--- config.mk ---
export PLATFORM = sky130hd
export DESIGN_NAME = branch_target_predictor
export DESIGN_NICKNAME = d
export VERILOG_FILES = /design/src/rtl/branch_target_predictor.sv
export SDC_FILE = /design/constraint.sdc
export NUM_CORES = 2
export LEC_CHECK = 0
export CAP_MARGIN = 20
export CORE_MARGIN = 2
export CORE_UTILIZATION = 40
export DETAILED_ROUTE_END_ITERATION = 7
export PLACE_DENSITY = 0.63
export SYNTH_ARGS = -nofsm -noshare
export SYNTH_HDL_FRONTEND = slang
export SYNTH_SLANG_ARGS = --single-unit
--- constraint.sdc ---
create_clock -name clk -period 10.7 [get_ports clk]
set_clock_uncertainty 0.1 [all_clocks]
set_input_delay 1.07 -clock clk [delete_from_list [all_inputs] [get_ports clk]]
set_output_delay 1.07 -clock clk [all_outputs]
set_load 0.05 [all_outputs]
--- src/rtl/branch_target_predictor.sv ---
// Direct-mapped branch target buffer with saturating direction counters.
// Lookups are combinational; resolved-branch updates and flushes commit on the rising edge.
module branch_target_predictor #(
    parameter int XLEN        = 32,
    parameter int BTB_ENTRIES = 64,
    parameter int CTR_BITS    = 2
) (
    input  logic            clk,
    input  logic            rst,
    input  logic            lookup_valid,
    input  logic [XLEN-1:0] lookup_pc,
    output logic            pred_hit,
    output logic            pred_taken,
    output logic [XLEN-1:0] pred_target,
    input  logic            upd_valid,
    input  logic [XLEN-1:0] upd_pc,
    input  logic            upd_taken,
    input  logic            upd_is_jump,
    input  logic [XLEN-1:0] upd_target,
    input  logic            flush
);

    localparam int IDX_W = $clog2(BTB_ENTRIES);
    localparam int TAG_W = XLEN - IDX_W - 2;
    localparam logic [CTR_BITS-1:0] CTR_MAX = '1;
    localparam logic [CTR_BITS-1:0] WEAK_T  = CTR_BITS'(1 << (CTR_BITS - 1));

    logic                valid_q  [BTB_ENTRIES];
    logic [TAG_W-1:0]    tag_q    [BTB_ENTRIES];
    logic [XLEN-1:0]     target_q [BTB_ENTRIES];
    logic [CTR_BITS-1:0] ctr_q    [BTB_ENTRIES];

    logic [IDX_W-1:0] lk_idx, up_idx;
    logic [TAG_W-1:0] lk_tag, up_tag;
    logic             up_hit, up_en, alloc, write_target;
    logic [CTR_BITS-1:0] ctr_cur, ctr_next;

    // The low two PC bits never select or tag an entry.
    logic unused_pc_bits;
    assign unused_pc_bits = ^{lookup_pc[1:0], upd_pc[1:0]};

    assign lk_idx = lookup_pc[IDX_W+1:2];
    assign lk_tag = lookup_pc[XLEN-1:IDX_W+2];
    assign up_idx = upd_pc[IDX_W+1:2];
    assign up_tag = upd_pc[XLEN-1:IDX_W+2];

    // Lookup reads pre-update state, so a same-cycle update is not forwarded.
    assign pred_hit    = lookup_valid & valid_q[lk_idx] & (tag_q[lk_idx] == lk_tag);
    assign pred_taken  = pred_hit & ctr_q[lk_idx][CTR_BITS-1];
    assign pred_target = pred_taken ? target_q[lk_idx] : lookup_pc + XLEN'(4);

    assign up_en   = upd_valid & ~flush & ~rst;
    assign up_hit  = valid_q[up_idx] & (tag_q[up_idx] == up_tag);
    assign ctr_cur = ctr_q[up_idx];

    // NOTE: every always_comb output gets a default first so no path leaves it unassigned (no latch).
    always_comb begin
        ctr_next     = ctr_cur;
        alloc        = 1'b0;
        write_target = 1'b0;
        if (up_hit) begin
            if (upd_is_jump) begin
                ctr_next     = CTR_MAX;
                write_target = 1'b1;
            end else if (upd_taken) begin
                if (ctr_cur != CTR_MAX) ctr_next = ctr_cur + CTR_BITS'(1);
                write_target = 1'b1;
            end else if (ctr_cur != '0) begin
                ctr_next = ctr_cur - CTR_BITS'(1);
            end
        end else if (upd_taken) begin
            alloc        = 1'b1;
            write_target = 1'b1;
            ctr_next     = upd_is_jump ? CTR_MAX : WEAK_T;
        end
    end

    // NOTE: sequential state uses non-blocking assignments so every register samples pre-edge values.
    always_ff @(posedge clk) begin
        if (rst) begin
            for (int i = 0; i < BTB_ENTRIES; i++) begin
                valid_q[i] <= 1'b0;
                ctr_q[i]   <= '0;
            end
        end else if (flush) begin
            for (int i = 0; i < BTB_ENTRIES; i++) valid_q[i] <= 1'b0;
        end else if (upd_valid) begin
            if (alloc) valid_q[up_idx] <= 1'b1;
            ctr_q[up_idx] <= ctr_next;
        end
    end

    // NOTE: tag/target storage has no reset; an entry's contents only matter once its valid bit is set.
    always_ff @(posedge clk) begin
        if (up_en && write_target) target_q[up_idx] <= upd_target;
        if (up_en && alloc)        tag_q[up_idx]    <= up_tag;
    end

endmodule

==> impl_metrics.csv <==
group,metric,value,unit
status,outcome,"complete, no violations",
layout,multi_input_area,45700,µm²
yosys,synth_area_leaders,"edfxtp_1, mux4_2, mux2i_1, a221oi_1, a22oi_1",
setup_path,crit_type,"in2out",
setup_path,cp.required,9.53,ns
setup_path,cpMostUsedCell,"buf_4",
yosys,syn_nets,8221,
yosys,post-synth-top-area-fraction,69.6,%
cts,cts_tree,"built",
cts,post-cts-setup-buffers,0,
setup_path,critPathTopFamily,"simple AND/OR/NAND/NOR gates",
floorplanning,initial_core_util,40.1,%
power_and_ir_drop,p_leak,56.4,nW
setup_path,path_max_fanout,66,
yosys,yosysSeqAreaShare,70.4,%
route,wl_per_cell,40.5,µm
layout,register_area,113000,µm²
floorplanning,die_h,637,µm
floorplanning,die-width,637,µm
route,drc_errors,0,
cts,cts_buffer_depth,4,
layout,syn_to_final_growth,13.6,%
floorplanning,pin_count,137,
cts,cts-root-buf,"clkbuf_16",
sta,hold_violations,0,
layout,drive_above_1_share,29.1,%
sta,layout_setup_ws,1.47,ns
global_route,antenna_found_initial,71,
route,vias_per_cell,6.81,
yosys,synth_flop_cell,"edfxtp_1",
floorplanning,row_count,232,
sta,setup_viol,0,
sta,finalCritPeriodShare,86.3,%
route,wirelength,566000,µm
placed_design,place_congestion,0.973,
cts,path_clk_slew,0.05,ns
global_route,grt_pass1_wl,763000,µm
floorplanning,die-area,405000,µm²
cts,numCtsBuffers,377,
setup_path,crit_buf_inv,4,
global_route,gr-total-overflow,0,
setup_path,endpoint_kind,"output port",
route,dr.first_iter.drc_count,16800,
placed_design,io_buffers,134,
layout,fin_util,45.6,%
cts,cts_sinks,3776,
setup_path,cp-start-kind,"primary input",
setup_path,crit_chain,"buf_8, buf_4, mux4_2, mux4_2, a22o_1, a221oi_1, xor2_1, nand2_1, nor4_2, nand3_1, or4_2, buf_4, mux2_4, buf_4",
sta,fin_crit,9.23,ns
placed_design,dp_worst_setup_slack,1.81,ns
setup_path,slowest_delay,1.21,ns
sta,fmax,108,MHz
route,vias,95300,
global_route,grt_pass1_vias,92200,
sta,rsz0062_at_grt,"false",
yosys,ys_seq_elements,3776,
yosys,ys_async_sr_fraction,0,%
sta,relSlewSlack,8.31,%
yosys,yosys.cell_types.count,83,
cts,postCtsHoldBufs,0,
yosys,yosysTopAreaCell,"edfxtp_1",
yosys,syn_inst,8117,
sta,tns,0,ns
setup_path,crit_arrival,8.06,ns
yosys,yosysWarnings,0,
power_and_ir_drop,peakVddDrop,0.000154,V
min_path,hp-class,"in2reg",
layout,nFillCells,33300,
yosys,synth-edff-count,3712,
global_route,grtUsageTotal,27.2,%
power_and_ir_drop,powerDensity,174,nW/µm²
route,firstDrtPassIters,8,
setup_path,crit_slowest_cell,"or4_2",
sta,slew_violations,0,
layout,finalNetCount,8485,
placed_design,dp_hpwl,328000,µm
job,cap_violations,0,
sta,worstMarginPinSlew,1.34,ns
yosys,post_synth_instance_area,160000,µm²
yosys,syn_area_per_cell,19.7,µm²
cts,clock_latency,1.00,ns
floorplanning,core_area,399000,µm²
cts,cts-resized-gates,0,
route,ant_nets,0,
global_route,grt_max_degree,137,
cts,htreeDepth,5,
-- sequential cells by signal, indices dropped and copies added (netlist names) --
signal and flops:
valid_q 64, target_q 2048, ctr_q 128, tag_q 1536
-- worst reg2reg max path, stage by stage (launching register included) --
cell,delay [ns]
edfxtp_1,0.39
mux2_2,0.28
a221o_1,0.29
a222oi_1,0.57
o22ai_1,0.17
nor4_1,0.51
xnor2_1,0.37
a2111oi_0,0.40
nand4_1,0.53
o2111ai_1,0.76
or2_1,0.99
nor2_4,0.54
buf_4,0.41
-- cells in the final DEF, fill, tap and decap left out, drive strengths merged, types with 22 or more instances in the layout --
cell type,netlist,routed
o21ai,154,154
nand3,47,47
clkbuf,329,459
o221ai,27,27
nand2b,71,71
o22ai,110,110
mux4,1204,1204
a22oi,217,217
clkinv,1,180
nand2,248,248
a21oi,118,118
a211oi,28,28
diode,0,37
xnor2,45,45
nor3,35,35
nor2,317,317
xor2,29,29
a221o,37,37
dfxtp,64,64
clkdlybuf4s50,0,35
a22o,56,56
nand4,22,22
nand3b,28,28
mux2i,265,265
a221oi,222,222
edfxtp,3712,3712
mux2,121,121
bufinv,0,32
buf,302,481
-- routing by layer --
metal / vias to the layer above / global-route usage, % / wire (µm)
met2: 8042 / 40.8 / 253000
met4: 28 / 16.9 / 40600
met3: 1914 / 8.72 / 74800
met5: - / 0 / 265
li1: 35200 / - / -
met1: 50100 / 34.4 / 197000
-- power by group --
group | switching [mW] | internal [mW] | total, mW | leakage, nW
sequential | 0.0139 | 16.3 | 16.3 | 34.0
clock | 5.75 | 7.32 | 13.1 | 5.84
combinational | 1.49 | 0.797 | 2.29 | 16.5
total | 7.26 | 24.4 | 31.6 | 56.4
-- final timing paths --
check | start | cells past startpoint | slack (ns) | endpoint
worst max register to register | tag_q[23][22]$_DFFE_PP_ | 12 | 4.10 | tag_q[60][8]$_DFFE_PP_
worst min-delay path | upd_pc[20] | 1 | 0.28 | tag_q[55][12]$_DFFE_PP_
worst min register to register | valid_q[18]$_DFF_P_ | 2 | 0.37 | valid_q[18]$_DFF_P_
worst max-delay path | lookup_pc[3] | 14 | 1.47 | pred_target[12]
-- synth_stat cells, drive strengths merged, types with 10 or more instances --
| cell | number |
|---|---|
| xnor2 | 45 |
| nor4 | 20 |
| nand2b | 71 |
| nand2 | 248 |
| mux4 | 1204 |
| xor2 | 29 |
| a22oi | 217 |
| clkbuf | 329 |
| o2bb2ai | 18 |
| nand3b | 28 |
| nor2b | 14 |
| inv | 12 |
| o22ai | 110 |
| edfxtp | 3712 |
| a222oi | 12 |
| a221oi | 222 |
| a31oi | 16 |
| a21oi | 118 |
| o22a | 12 |
| or3 | 12 |
| nor3 | 35 |
| and3b | 13 |
| or2 | 10 |
| nor2 | 317 |
| o221ai | 27 |
| nand3 | 47 |
| buf | 302 |
| o211ai | 18 |
| o21ai | 154 |
| a221o | 37 |
| a22o | 56 |
| a211oi | 28 |
| mux2 | 121 |
| nand4 | 22 |
| dfxtp | 64 |
| and3 | 15 |
| or3b | 20 |
| mux2i | 265 |
-- cell type report --
type	count	area share [%]
sequential	3776	62.0
multi-input combinational	3697	25.1
clock buffer	459	5.42
tap	5265	3.62
timing repair buffer	516	2.59
clock inverter	227	1.14
antenna	37	0.0509
inverter	13	0.0365
-- through the flow --
| step | area (µm²) | hold slack [ns] | cells | power, mW |
|---|---|---|---|---|
| floorplan | 160000 | 0.336 | 8117 | 17.8 |
| global placement | 169000 | 0.349 | 13200 | 18.8 |
| detailed placement | 169000 | 0.360 | 13200 | 18.8 |
| CTS | 181000 | 0.374 | 13900 | 31.6 |
| global route | 182000 | 0.274 | 14000 | 32.3 |
| finish | 182000 | 0.284 | 14000 | 31.6 |
-- kinds of logic (layout without fill, tap and decap cells) --
group,count (synthesis),in the layout,synth area share (%)
DFF,3776,3776,70.4
muxes,1590,1590,19.5
AOI/OAI and AO/OA,1120,1120,5.14
and+or+nand+nor,912,912,2.73
buffers and inverters,644,1215,1.77
xor gates and xnor gates,74,74,0.405
adders and majority gates,1,1,0.00781
other,0,37,0
Note: power is estimated with default switching activity, not from simulation.
